--- src/rtl/mux_rr_nto1_pkg.sv ---
// Shared constants and helpers for the round-robin N:1 registered mux.
package mux_rr_nto1_pkg;

    localparam int ARB_RR    = 0;
    localparam int ARB_FIXED = 1;

    // Index of the channel `off` places after `base`, wrapped into 0..n-1.
    function automatic int wrap_add(int base, int off, int n);
        int s;
        s = base + off;
        return (s >= n) ? s - n : s;
    endfunction

endpackage

--- src/rtl/mux_rr_nto1_rr_arbiter.sv ---
// One-hot arbiter over the request vector; round-robin or fixed priority.
module rr_arbiter
    import mux_rr_nto1_pkg::*;
#(
    parameter int NUM_INPUTS = 4,
    parameter int FIXED_PRIO = ARB_RR,
    parameter int SEL_WIDTH  = $clog2(NUM_INPUTS)
) (
    input  logic                  Clk,
    input  logic                  Reset,
    input  logic [NUM_INPUTS-1:0] Req,
    input  logic                  Advance,
    output logic [NUM_INPUTS-1:0] Grant,
    output logic [SEL_WIDTH-1:0]  Grant_Idx
);

    logic [SEL_WIDTH-1:0] ptr;
    logic                 found;
    int                   base;

    always_comb begin
        Grant     = '0;
        Grant_Idx = '0;
        found     = 1'b0;
        base      = (FIXED_PRIO == ARB_FIXED) ? 0 : int'(ptr);
        for (int k = 0; k < NUM_INPUTS; k++) begin
            if (!found && Req[wrap_add(base, k, NUM_INPUTS)]) begin
                found = 1'b1;
                Grant[wrap_add(base, k, NUM_INPUTS)] = 1'b1;
                Grant_Idx = SEL_WIDTH'(wrap_add(base, k, NUM_INPUTS));
            end
        end
    end

    // Pointer moves past the winner only on a real transfer.
    always_ff @(posedge Clk or posedge Reset) begin
        if (Reset) begin
            ptr <= '0;
        end else if (FIXED_PRIO != ARB_FIXED && Advance) begin
            if (int'(Grant_Idx) == NUM_INPUTS - 1)
                ptr <= '0;
            else
                ptr <= Grant_Idx + SEL_WIDTH'(1);
        end
    end

endmodule

--- src/rtl/mux_rr_nto1.sv ---
// N:1 arbitrated mux with valid/ready on every side and one output register.
module mux_rr_nto1
    import mux_rr_nto1_pkg::*;
#(
    parameter int DATA_WIDTH = 32,
    parameter int NUM_INPUTS = 4,
    parameter int SEL_WIDTH  = $clog2(NUM_INPUTS),
    parameter int FIXED_PRIO = ARB_RR
) (
    input  logic                             Clk,
    input  logic                             Reset,
    input  logic [NUM_INPUTS*DATA_WIDTH-1:0] In_Data,
    input  logic [NUM_INPUTS-1:0]            In_Valid,
    output logic [NUM_INPUTS-1:0]            In_Ready,
    output logic [DATA_WIDTH-1:0]            Out_Data,
    output logic [SEL_WIDTH-1:0]             Out_Sel,
    output logic                             Out_Valid,
    input  logic                             Out_Ready
);

    logic                  load;
    logic                  xfer;
    logic [NUM_INPUTS-1:0] grant;
    logic [SEL_WIDTH-1:0]  grant_idx;

    rr_arbiter #(
        .NUM_INPUTS (NUM_INPUTS),
        .FIXED_PRIO (FIXED_PRIO),
        .SEL_WIDTH  (SEL_WIDTH)
    ) u_arb (
        .Clk       (Clk),
        .Reset     (Reset),
        .Req       (In_Valid),
        .Advance   (xfer),
        .Grant     (grant),
        .Grant_Idx (grant_idx)
    );

    assign load     = !Out_Valid || Out_Ready;
    // Ready is forced low during reset so nothing is acked while state clears.
    assign In_Ready = (Reset || !load) ? '0 : grant;
    assign xfer     = |(In_Valid & In_Ready);

    always_ff @(posedge Clk or posedge Reset) begin
        if (Reset) begin
            Out_Valid <= 1'b0;
            Out_Data  <= '0;
            Out_Sel   <= '0;
        end else if (load) begin
            Out_Valid <= xfer;
            if (xfer) begin
                Out_Data <= In_Data[int'(grant_idx)*DATA_WIDTH +: DATA_WIDTH];
                Out_Sel  <= grant_idx;
            end
        end
    end

endmodule
--- config.mk ---
export PLATFORM = sky130hd
export DESIGN_NAME = mux_rr_nto1
export DESIGN_NICKNAME = d
export VERILOG_FILES = /design/src/rtl/mux_rr_nto1_pkg.sv /design/src/rtl/mux_rr_nto1_rr_arbiter.sv /design/src/rtl/mux_rr_nto1.sv
export SDC_FILE = /design/constraint.sdc
export NUM_CORES = 1
export LEC_CHECK = 0
export CAP_MARGIN = 10
export CORE_AREA = 2 2 112 114
export DETAILED_ROUTE_END_ITERATION = 8
export DIE_AREA = 0 0 114 116
export SLEW_MARGIN = 20
export SYNTH_ARGS = -nofsm -noshare
export SYNTH_HDL_FRONTEND = slang
export SYNTH_SLANG_ARGS = --single-unit
export TNS_END_PERCENT = 1
--- constraint.sdc ---
create_clock -name Clk -period 5 [get_ports Clk]
set_clock_uncertainty 0.15 [all_clocks]
set_input_delay 1 -clock Clk [delete_from_list [all_inputs] [get_ports Clk]]
set_output_delay 1 -clock Clk [all_outputs]
set_load 0.02 [all_outputs]
==> results.md <==
- Buffers inserted to repair hold after CTS numbered 0.
- Buffers placed on the I/O ports in this run total 173.
- In the final layout, the share of cells above drive strength 1 is 23.2%.
- The critical path's largest stage delay is 0.62 ns.
- The clock sink count is 37.
- The critical path is of the input pin to output pin type.
- Summing all multi-input logic gate instances after layout gives 1870 µm².
- After clock tree synthesis, the repair step resized 0 gates.
- Setup repair after global routing left no endpoint under its margin.
- The detailed router placed 2585 vias in this run.
- The first-pass GRT wire length is ~13 mm.
- TritonCTS built the clock tree.
- Measured on the finished design, the core utilization comes to 42.0%.
- The run finished with clean final reports.
- The cell type with the largest total area after synthesis is sky130_fd_sc_hd__dfrtp_1.
- The post-synth design cell area is 2930 µm².
- Pin placement for this block handled 174 I/O pins.
- The number of warnings printed during yosys synthesis is 0.
- The setup TNS after final layout is 0 ns.
- The post-synthesis net count is 359.
- The most instantiated library cell after synthesis is sky130_fd_sc_hd__dfrtp_1.
- The slowest library cell on the worst path is sky130_fd_sc_hd__clkdlybuf4s50_1.
- CTS placed an instance of sky130_fd_sc_hd__clkbuf_16 at the clock tree root.
- The capturing point of the worst reg2reg path is Out_Data[20]$_DFFE_PP0P_.
- The maximum buffer depth of the clock tree is 2.
- The worst-case IR drop observed on VDD is 0.000229 V.
- Clock latency on the worst-skew pair, taken at its later pin, is 0.27 ns.
- The end of the worst hold path is Out_Data[24]$_DFFE_PP0P_.
- Counting instances, the worst hold path has a depth of 1.
- In this run the most used layer during global routing was met2.
- Traced cell by cell, the critical path runs through clkdlybuf4s50_1, mux4_2, or4_4, a21oi_4, a21oi_1, nor2_1, clkdlybuf4s50_1.
- The remaining global-route overflow is 0.
- The path class of the tightest hold or removal check is register to register.
- The number of pins exceeding their max-slew limit in the final report came to 0.
- The post-CTS setup-driven buffer insertion count is 0.
- The pin count of the biggest net entering global routing is 38.
- The register-to-register setup slack is 1.00 ns.
- Global routing consumed, on the met1 layer, roughly 15% of the routing resources.
- CTS built an H-tree with a depth of 2.
- The power after layout is 3170 µW.
- The total inserted antenna cells is 0.
- Along the worst path, the maximum fanout reaches 8.
- In the synthesized netlist the dominant register cell turns out to be sky130_fd_sc_hd__dfrtp_1.
- By count the netlist is led by sky130_fd_sc_hd__dfrtp_1 (37), sky130_fd_sc_hd__mux4_2 (34), sky130_fd_sc_hd__mux2_4 (27), sky130_fd_sc_hd__a21oi_1 (11), sky130_fd_sc_hd__nor2_1 (11).
- The static leakage power is 0.00200 µW.
- The power per cell area is 633 nW/µm².
- The part of the Yosys area used for sequential elements is 31.7%.
- Compared with the post-synthesis result, the final layout area differs by 71.2%.
- The die covers 13200 µm².
- The startpoint of the lowest-slack hold path is Out_Data[24]$_DFFE_PP0P_.
- In this run, synthesis inferred 0 flip-flops with an integrated enable.
- For the worst setup path, the data required time is 3.85 ns.
- In the synthesized netlist the async set-or-reset flop fraction comes to 100%.
- The most frequent cell on the critical path is sky130_fd_sc_hd__clkdlybuf4s50_1.
- The critical path launch point type is an input pin.
- The remaining number of nets flagged by the antenna check after routing is 0.
- The cell count after synthesis came out at 220.
- The max capacitance violation total is 0.
- The measured slew at the worst slew-check pin is 0.552 ns.
- The length in cells of the worst reg-to-reg path is 10.
- A synthesized cell averages between 10 and 15 µm².
- The remaining design rule violation count is 0.
- The per-cell via count in the routed design is 4.80.
- The routed design could run at a clock period as short as 4.70 ns.
- The congestion estimate from routability-driven global placement came to 0.760.
- The area used by sequential logic in the layout is between 900 and 1000 µm².
- The core region is 11900 µm².
- The number of placement rows is 40.
- The final period utilization is a little over nine tenths.
- The worst endpoint data arrival time is about 3.6 ns.
- The global routing met3 resource utilization is 4.03%.
- Global routing used 23.7% of the available met2 tracks.
- After clock tree synthesis, the clock-pin slew on the worst setup and hold paths is 0.06 ns.
- Wires add up to 8.89 mm.
- The relative slew slack is ~63%.
- For this run, the top clock speed supported by timing is 0.213 GHz.
- Across every metal layer, demand over resource in global routing totals 13.0%.
- Detailed placement finished with a half-perimeter wire length of 6.94 mm.
- The final-report hold violation count is 0.
- Yosys attributes the largest share of cell area to sky130_fd_sc_hd__dfrtp_1 (32%), sky130_fd_sc_hd__mux4_2 (26%), sky130_fd_sc_hd__mux2_4 (14%).
- The starting DRC count in detailed routing is 83.
- From left edge to right edge, the die measures 114 µm.
- The die is 116 µm tall.
- The initial antenna violation count is 0.
- The first detailed-routing pass ran for 5 iterations.
- The startpoint of the most critical register-to-register path is u_arb.ptr[1]$_DFFE_PP0P_.
- The area share of the leading cell type in the synthesized netlist is 31.7%.
- The worst setup path is captured at an output pin.
- After detailed routing, the average wire length per cell comes to 16.5 µm.
- The number of different library cells in the post-synthesis netlist is 48.
- The layout net count is 530.
- The initial core utilization is 24.6%.
- Synthesis inferred 37 register bits.
- The number of global-route vias before repair came to about 2700.
- Setup violations remaining at the end of the flow were counted as 0.
- In this run, CTS created clock tree buffers numbering 5.
- The layout has 1139 filler cells.
worst max path at each step:
| stage | slack [ns] | end | cells after the start | startpoint |
|---|---|---|---|---|
| final | 0.30 | In_Ready[0] | 7 | In_Valid[3] |
| after global placement | 0.31 | In_Ready[0] | 7 | In_Valid[3] |
| after floorplan | 1.04 | In_Ready[0] | 9 | register |
| after global routing | 0.19 | In_Ready[0] | 7 | In_Valid[3] |
| after detailed placement | 0.29 | In_Ready[0] | 7 | In_Valid[3] |
| after CTS | 0.29 | In_Ready[0] | 7 | In_Valid[3] |
layer usage:
layer / vias to the layer above / share of wire (%)
li1: 1206 / -
met1: 1266 / 38
met2: 109 / 53
met3: 4 / 8.5
met4: 0 / 0.54
met5: - / 0
worst max-delay path, delay by kind of cell:
kind | cells | cell delay (ns)
buffers and inverters | 2 | 1.14
AND/OR/NAND/NOR | 2 | 0.65
multiplexers | 1 | 0.51
AO/OA/AOI/OAI | 2 | 0.24
cell type report:
class	count	area share (%)
well taps	147	3.67
inverters	6	0.450
flip-flops and latches	37	18.5
clock inverters	2	0.749
clock buffers	6	2.77
repair buffers	183	36.6
multi-input cells	158	37.3
registers in the layout (all words and copies together), names as in the netlist, named ones only:
signal	flops
u_arb.ptr	1
Out_Sel	2
Out_Data	32
Out_Valid	1
cell usage in the layout, fill, tap and decap left out, types with 4 or more instances in the layout:
cell,n
sky130_fd_sc_hd__nor3_1,4
sky130_fd_sc_hd__clkdlybuf4s50_1,173
sky130_fd_sc_hd__nand2_1,8
sky130_fd_sc_hd__buf_4,8
sky130_fd_sc_hd__clkbuf_16,5
sky130_fd_sc_hd__nor2_1,11
sky130_fd_sc_hd__mux2_1,5
sky130_fd_sc_hd__o21ai_0,5
sky130_fd_sc_hd__mux4_2,34
sky130_fd_sc_hd__ha_1,4
sky130_fd_sc_hd__a21oi_1,11
sky130_fd_sc_hd__dfrtp_1,37
sky130_fd_sc_hd__mux2_2,4
sky130_fd_sc_hd__mux2_4,27
cells by family (layout without fill, tap and decap cells):
| family | after synthesis | count (layout) | share of synthesized area (%) |
|---|---|---|---|
| adder cells (fa/ha/maj) | 4 | 4 | 1.71 |
| flip-flops | 37 | 37 | 31.7 |
| buffers and inverters | 25 | 197 | 4.58 |
| multiplexers | 73 | 73 | 44.5 |
| AND/OR/NAND/NOR | 36 | 36 | 6.67 |
| AO/OA/AOI/OAI | 44 | 44 | 10.6 |
| XOR/XNOR | 1 | 1 | 0.299 |
through the flow:
step                      instance area (µm²)  hold slack, ns  cells  setup WS (ns)
after floorplan                          2930           0.457    220           1.04
after detailed placement                 4830           0.333    531          0.290
after CTS                                5010           0.346    539          0.289
after global placement                   4830           0.325    531          0.307
after global routing                     5010           0.355    539          0.186
final                                    5010           0.339    539          0.304
report_power, final:
part | switching (µW) | total (µW) | internal, µW
combinational | 1000 | 2240 | 1240
clock | 122 | 371 | 249
sequential | 93.1 | 558 | 465
total | 1220 | 3170 | 1950
(Power assumes the default switching activity.)
